--- config.mk ---
export PLATFORM = sky130hd
export DESIGN_NAME = avmm_bridge_arbiter
export DESIGN_NICKNAME = d
export VERILOG_FILES = /design/src/rtl/avmm_bridge_arbiter.sv
export SDC_FILE = /design/constraint.sdc
export NUM_CORES = 1
export LEC_CHECK = 0
export BUFFER_PORTS_ARGS = -buffer_cell sky130_fd_sc_hd__buf_4
export CAP_MARGIN = 20
export CELL_PAD_IN_SITES_DETAIL_PLACEMENT = 1
export CELL_PAD_IN_SITES_GLOBAL_PLACEMENT = 1
export CORE_MARGIN = 1.5
export CORE_UTILIZATION = 31
export CTS_CLUSTER_SIZE = 12
export DETAILED_ROUTE_END_ITERATION = 7
export PLACE_DENSITY_LB_ADDON = 0.1
export RECOVER_POWER = 100
export REMOVE_ABC_BUFFERS = 1
export SYNTH_ARGS = -nofsm -noshare
export SYNTH_HDL_FRONTEND = slang
export SYNTH_SLANG_ARGS = --single-unit
--- constraint.sdc ---
create_clock -name aclk -period 5.15 [get_ports aclk]
set_input_delay 1.03 -clock aclk [delete_from_list [all_inputs] [get_ports aclk]]
set_output_delay 1.03 -clock aclk [all_outputs]
set_load 0.01 [all_outputs]
--- src/rtl/avmm_bridge_arbiter.sv ---
// Two-requester round-robin AVMM arbiter feeding a single AVMM-to-AXI-Lite bridge, one transaction in flight.
// Optional WAIT-state timeout is compiled in when AVMM_ARB_TIMEOUT_EN is defined.
module avmm_bridge_arbiter #(
  parameter int ADDR_WIDTH     = 32,
  parameter int DATA_WIDTH     = 32,
  parameter int TIMEOUT_CYCLES = 1024
) (
  input  logic                      aclk,
  input  logic                      areset,
  input  logic [2*ADDR_WIDTH-1:0]   m_address,
  input  logic [2*DATA_WIDTH-1:0]   m_writedata,
  input  logic [2*DATA_WIDTH/8-1:0] m_byteenable,
  input  logic [1:0]                m_read,
  input  logic [1:0]                m_write,
  output logic [1:0]                m_waitrequest,
  output logic [DATA_WIDTH-1:0]     m_readdata,
  output logic [1:0]                m_readdatavalid,
  output logic [ADDR_WIDTH-1:0]     s_address,
  output logic [DATA_WIDTH-1:0]     s_writedata,
  output logic [DATA_WIDTH/8-1:0]   s_byteenable,
  output logic                      s_read,
  output logic                      s_write,
  input  logic                      s_waitrequest,
  input  logic [DATA_WIDTH-1:0]     s_readdata,
  input  logic                      s_readdatavalid,
  output logic                      timeout_o
);

  localparam int BE_WIDTH = DATA_WIDTH / 8;

  typedef enum logic [1:0] {
    ST_IDLE = 2'd0,
    ST_CMD  = 2'd1,
    ST_WAIT = 2'd2
  } state_e;

  if (TIMEOUT_CYCLES < 1) begin : g_timeout_cycles_check
    $error("TIMEOUT_CYCLES must be at least 1");
  end

  state_e                state_q, state_d;
  logic                  last_q, last_d;
  logic                  owner_q, owner_d;
  logic                  wr_q, wr_d;
  logic                  s_read_q, s_read_d;
  logic                  s_write_q, s_write_d;
  logic                  wait_first_q, wait_first_d;
  logic [ADDR_WIDTH-1:0] addr_q, addr_d;
  logic [DATA_WIDTH-1:0] wdata_q, wdata_d;
  logic [BE_WIDTH-1:0]   be_q, be_d;

  logic [1:0]            req_s;
  logic                  grant_s;
  logic                  accept_s;
  logic                  sel_write_s;
  logic [ADDR_WIDTH-1:0] sel_addr_s;
  logic [DATA_WIDTH-1:0] sel_wdata_s;
  logic [BE_WIDTH-1:0]   sel_be_s;
  logic                  wait_sample_s;
  logic                  rd_done_s;
  logic                  wr_done_s;
  logic                  done_s;
  logic                  timeout_hit_s;

  // Request decode and round-robin pick: on contention the requester not granted last wins.
  always_comb begin
    req_s = m_read | m_write;
    if (req_s == 2'b11) begin
      grant_s = ~last_q;
    end else if (req_s == 2'b10) begin
      grant_s = 1'b1;
    end else begin
      grant_s = 1'b0;
    end
    accept_s = (state_q == ST_IDLE) && (req_s != 2'b00);
  end

  // Select the granted requester's command; write wins when read and write are both asserted.
  always_comb begin
    if (grant_s) begin
      sel_write_s = m_write[1];
      sel_addr_s  = m_address[2*ADDR_WIDTH-1:ADDR_WIDTH];
      sel_wdata_s = m_writedata[2*DATA_WIDTH-1:DATA_WIDTH];
      sel_be_s    = m_byteenable[2*BE_WIDTH-1:BE_WIDTH];
    end else begin
      sel_write_s = m_write[0];
      sel_addr_s  = m_address[ADDR_WIDTH-1:0];
      sel_wdata_s = m_writedata[DATA_WIDTH-1:0];
      sel_be_s    = m_byteenable[BE_WIDTH-1:0];
    end
  end

  // Completion detection; the first WAIT cycle is never sampled.
  always_comb begin
    wait_sample_s = (state_q == ST_WAIT) && !wait_first_q;
    rd_done_s     = wait_sample_s && !wr_q && s_readdatavalid;
    wr_done_s     = wait_sample_s && wr_q && !s_waitrequest;
    done_s        = rd_done_s | wr_done_s;
  end

`ifdef AVMM_ARB_TIMEOUT_EN
  localparam int CNT_W = $clog2(TIMEOUT_CYCLES + 1);
  localparam int PAT_REPS = (DATA_WIDTH + 31) / 32;
  localparam logic [PAT_REPS*32-1:0] PAT_WIDE = {PAT_REPS{32'hDEADBEEF}};
  localparam logic [DATA_WIDTH-1:0] TIMEOUT_DATA = PAT_WIDE[DATA_WIDTH-1:0];

  logic [CNT_W-1:0] wait_cnt_q, wait_cnt_d;

  // WAIT-cycle counter, cleared whenever the FSM is outside WAIT.
  always_comb begin
    if (state_q == ST_WAIT) begin
      wait_cnt_d = wait_cnt_q + CNT_W'(1);
    end else begin
      wait_cnt_d = '0;
    end
    timeout_hit_s = (state_q == ST_WAIT) && (wait_cnt_q == CNT_W'(TIMEOUT_CYCLES - 1)) && !done_s;
  end

  // WAIT-cycle counter register.
  always_ff @(posedge aclk or posedge areset) begin
    if (areset) begin
      wait_cnt_q <= '0;
    end else begin
      wait_cnt_q <= wait_cnt_d;
    end
  end
`else
  // Without the timeout feature WAIT lasts until the bridge responds.
  always_comb begin
    timeout_hit_s = 1'b0;
  end
`endif

  // FSM state register.
  always_ff @(posedge aclk or posedge areset) begin
    if (areset) begin
      state_q <= ST_IDLE;
    end else begin
      state_q <= state_d;
    end
  end

  // FSM next-state logic.
  always_comb begin
    state_d = state_q;
    case (state_q)
      ST_IDLE: begin
        if (accept_s) begin
          state_d = ST_CMD;
        end else begin
          state_d = ST_IDLE;
        end
      end
      ST_CMD: begin
        if (!s_waitrequest) begin
          state_d = ST_WAIT;
        end else begin
          state_d = ST_CMD;
        end
      end
      ST_WAIT: begin
        if (done_s || timeout_hit_s) begin
          state_d = ST_IDLE;
        end else begin
          state_d = ST_WAIT;
        end
      end
      default: state_d = ST_IDLE;
    endcase
  end

  // FSM outputs toward the requesters; read data is forwarded in the same cycle it arrives.
  always_comb begin
    m_waitrequest   = 2'b11;
    m_readdatavalid = 2'b00;
    m_readdata      = '0;
    timeout_o       = timeout_hit_s;
    if (accept_s) begin
      m_waitrequest[grant_s] = 1'b0;
    end else begin
      m_waitrequest = 2'b11;
    end
    if (rd_done_s) begin
      m_readdatavalid[owner_q] = 1'b1;
      m_readdata               = s_readdata;
    end else if (timeout_hit_s && !wr_q) begin
      m_readdatavalid[owner_q] = 1'b1;
`ifdef AVMM_ARB_TIMEOUT_EN
      m_readdata               = TIMEOUT_DATA;
`else
      m_readdata               = '0;
`endif
    end else begin
      m_readdatavalid = 2'b00;
    end
  end

  // Command capture on acceptance; s_read/s_write drop once the bridge takes the command.
  always_comb begin
    last_d       = last_q;
    owner_d      = owner_q;
    wr_d         = wr_q;
    addr_d       = addr_q;
    wdata_d      = wdata_q;
    be_d         = be_q;
    s_read_d     = s_read_q;
    s_write_d    = s_write_q;
    wait_first_d = (state_q == ST_CMD) && !s_waitrequest;
    case (state_q)
      ST_IDLE: begin
        if (accept_s) begin
          last_d    = grant_s;
          owner_d   = grant_s;
          wr_d      = sel_write_s;
          addr_d    = sel_addr_s;
          wdata_d   = sel_wdata_s;
          be_d      = sel_be_s;
          s_read_d  = !sel_write_s;
          s_write_d = sel_write_s;
        end else begin
          s_read_d  = 1'b0;
          s_write_d = 1'b0;
        end
      end
      ST_CMD: begin
        if (!s_waitrequest) begin
          s_read_d  = 1'b0;
          s_write_d = 1'b0;
        end else begin
          s_read_d  = s_read_q;
          s_write_d = s_write_q;
        end
      end
      ST_WAIT: begin
        s_read_d  = 1'b0;
        s_write_d = 1'b0;
      end
      default: begin
        s_read_d  = 1'b0;
        s_write_d = 1'b0;
      end
    endcase
  end

  // Datapath registers; last_q resets to 1 so requester 0 wins the first contention.
  always_ff @(posedge aclk or posedge areset) begin
    if (areset) begin
      last_q       <= 1'b1;
      owner_q      <= 1'b0;
      wr_q         <= 1'b0;
      addr_q       <= '0;
      wdata_q      <= '0;
      be_q         <= '0;
      s_read_q     <= 1'b0;
      s_write_q    <= 1'b0;
      wait_first_q <= 1'b0;
    end else begin
      last_q       <= last_d;
      owner_q      <= owner_d;
      wr_q         <= wr_d;
      addr_q       <= addr_d;
      wdata_q      <= wdata_d;
      be_q         <= be_d;
      s_read_q     <= s_read_d;
      s_write_q    <= s_write_d;
      wait_first_q <= wait_first_d;
    end
  end

  assign s_address    = addr_q;
  assign s_writedata  = wdata_q;
  assign s_byteenable = be_q;
  assign s_read       = s_read_q;
  assign s_write      = s_write_q;

endmodule

==> summary.txt <==
Logic synthesis
  • Synth Cell Area: 3790 sq um
  • Cells after Synth: between 300 and 400
  • Yosys cell types: 36
  • Area share of the largest cell type after synthesis: 49.5%
  • Syn. warnings: 0
  • Synth area leaders: dfrtp_1 (49%), a221o_1 (18%), a21boi_1 (12%), and2_1 (5.4%), buf_8 (2.4%)
  • Synth Register Bits: 76
  • Synthesized area per cell: 12.2 sq um
  • Post-synth top area cell: dfrtp_1
  • Sequential-to-total area share from yosys stat: 50.1%

Pwr
  • Sequential Power Share: 33.9%
  • Max VDD drop: between 0.00015 and 0.0002 V
  • Power Dens Cells: 537 nW/um^2
  • Comb pwr share: 46.8%
  • Leak pwr: 2.70 nW
  • Tot Pwr: 3.11 mW
  • Switching share of total power: between 30% and 40%
  • Clock power share: 19.3%
  • Net switching power: 1.19 mW
  • Internal: 1.93 mW

Critical path
  • Crit-path cells: buf_4, nor4b_1, buf_6, and2_1, clkbuf_1
  • Crit-path max cell delay: 1.09 ns
  • Critical-path top delay cell: nor4b_1
  • Reg2Reg Setup Slack: 2.48 ns
  • Worst Path Required: roughly 4.1 ns
  • CP bufs+invs: 3
  • Crit path launch: s_readdatavalid
  • Critical R2R Launch: state_q[1]
  • WP data arrival: about 2.8 ns
  • Reg2reg path depth: 4
  • Largest fanout on the critical path: 23
  • RR Endpoint: s_writedata[19]
  • CP Launch Type: input pin
  • Cell family with most CP delay: simple AND/OR/NAND/NOR gates
  • Crit. End Element: output port
  • CP Class: in -> out

CTS
  • Clock-pin slew on the worst setup and hold paths: 0.06 ns
  • Num Clock Sinks: 76
  • CTS Hold Buffers Added: 0
  • Worst-Skew Late Latency: 0.32 ns
  • Maximum buffer depth of the clock tree: 2
  • CTS tree: yes
  • Root Driver: clkbuf_16
  • CTS resizes: 0
  • Postcts setup bufs: 0
  • H-tree levels: 3
  • TritonCTS Buffers: 9

Floorplan
  • Site Rows: 40
  • Die Y-Extent: between 100 and 150 um
  • Die width: 114 um
  • DIE AREA: around 13,000 sq um
  • Starting Density: 31.7%
  • I/O pins: 283
  • Core area: 12,000 sq um

Timing
  • Setup TNS: 0 ns
  • Period minus WS final: 3.82 ns
  • Slew HR: -54.9%
  • Final setup skew: 0.00327 ns
  • Fin. max-slew vios: 151
  • RSZ-0062 raised after global routing: false
  • Period utilisation layout: 74.1%
  • Final hold viol count: 0
  • Peak Freq: 262 MHz
  • Worst-margin pin slew: between 2 and 2.5 ns
  • Final setup viols: 0

Layout
  • Layout cells sized above 1: 38.0%
  • Most frequent cells in the layout: buf_4 (198), clkbuf_1 (89), dfrtp_1 (75)
  • Final nets: 748
  • Footprint of the multi-input gates: ~1600 sq um
  • Fill cells: around 1.4k
  • Antenna diode count: 0
  • Storage cell area: roughly 1900 sq um
  • Most common cell after layout, fill and taps aside: buf_4
  • Area grow syn2layout: 52.7%

Global routing
  • Grt total ovfl: 0
  • Largest net degree at the start of global routing: 72
  • Vias in the first global route: just over 4k
  • GRT Total Usage: 21.8%
  • Initial antenna violation count: 0
  • First-pass GRT wire length: 21,900 um

Routing
  • Drt via density: 5.24
  • Vias post-DR: 3,796
  • Antenna Nets Post-Route: 0
  • First-pass DRT Iterations: 4
  • DRC Markers: 0
  • Total wire length: 14,200 um
  • Drt initial violations: around 130
  • DR WL/cell: 19.6 um

Hold path
  • Hold WC Path Type: reg -> reg
  • Worst Hold Endpoint: wait_first_q
  • Hold path depth: 1
  • Hold path start: state_q[1]

Placed design
  • IO buf count: 281
  • Detailed placement HPWL: ~10000 um
  • GPL Wtd Cong: 0.773

Outcome
  • Outcome: finished, violations left
  • Violated checks: max-capacitance violations, max-slew violations

Job
  • Max Cap Violations: 3
-- per-layer routing --
layer	share of wire (%)	vias up	wire length, um	GRT usage [%]
met1	37	1854	5240	24.7
met5	0	-	0	0
met2	51	195	7300	38.4
li1	-	1725	-	-
met3	9.3	22	1320	6.32
met4	2.5	0	359	9.08
-- cells by family (layout without fill, tap and decap cells) --
logic type,Yosys count,count (layout),share of synthesized area (%)
AO/OA/AOI/OAI,147,147,34.3
buffers and inverters,40,307,7.29
flip-flops,76,76,50.1
multiplexers,1,1,0.264
other,1,1,0.0988
AND/OR/NAND/NOR,45,45,7.88
-- power by group through the flow --
stage               Clock, mW  Combinational (mW)  Sequential [mW]
global route            0.640                1.60             1.10
detailed placement          0                1.76             1.07
global placement            0                1.73             1.07
finish                  0.600                1.46             1.06
floorplan                   0               0.824             1.17
CTS                     0.621                1.77             1.08
-- synthesized netlist by cell type, drive strengths merged --
cell,number
nor2b,1
a21boi,69
dfstp,1
inv,5
a211oi,1
mux2i,1
and2,33
a21o,3
nor4b,1
clkbuf,12
conb,1
nor2,3
a221o,68
nand2b,1
o221a,1
buf,23
nor3b,1
o32ai,1
o21bai,1
o21ai,2
dfrtp,75
and3b,2
a32o,1
or4,1
nand2,2
-- state kept, by name (all words and copies together) (netlist names) --
| signal | cells |
|---|---|
| s_read | 1 |
| s_writedata | 32 |
| s_write | 1 |
| owner_q | 1 |
| wait_first_q | 1 |
| s_byteenable | 4 |
| last_q | 1 |
| wr_q | 1 |
| s_address | 32 |
| state_q | 2 |
-- worst max path at each step --
stage,end,slack [ns],cells after the start
2_1_floorplan,m_waitrequest[1],0.60,3
3_3_place_gp,m_readdata[24],1.88,4
3_5_place_dp,m_readdata[25],1.75,4
4_1_cts,m_readdata[25],1.74,4
5_1_grt,m_readdata[5],0.97,5
6_report,m_readdata[9],1.33,5
-- area by class of cell --
cell class	instances	area share (%)
clock inverters	1	0.0864
well taps	147	3.17
multi-input cells	194	27.2
inverters	5	0.345
flip-flops and latches	76	32.8
repair buffers	286	31.5
clock buffers	15	4.79
-- through the flow --
step / instance area (sq um) / cells / util [%] / worst slack [ns] / hold WS, ns
2_1_floorplan: 3540 / 275 / - / 0.600 / 0.464
3_3_place_gp: 5880 / 707 / 49.1 / 1.88 / 0.479
3_5_place_dp: 5880 / 707 / 49.1 / 1.75 / 0.506
4_1_cts: 6160 / 723 / 51.5 / 1.74 / 0.519
5_1_grt: 5790 / 724 / 48.4 / 0.972 / 0.545
6_report: 5790 / 724 / 48.4 / 1.33 / 0.499
-- worst reg2reg max path, stage by stage, from the launching register on --
cell and delay, ns:
dfrtp_1 0.40, nor2_1 0.86, o221a_2 0.39, buf_4 0.64, a221o_1 0.32
Note: power is estimated with default switching activity, not from simulation.
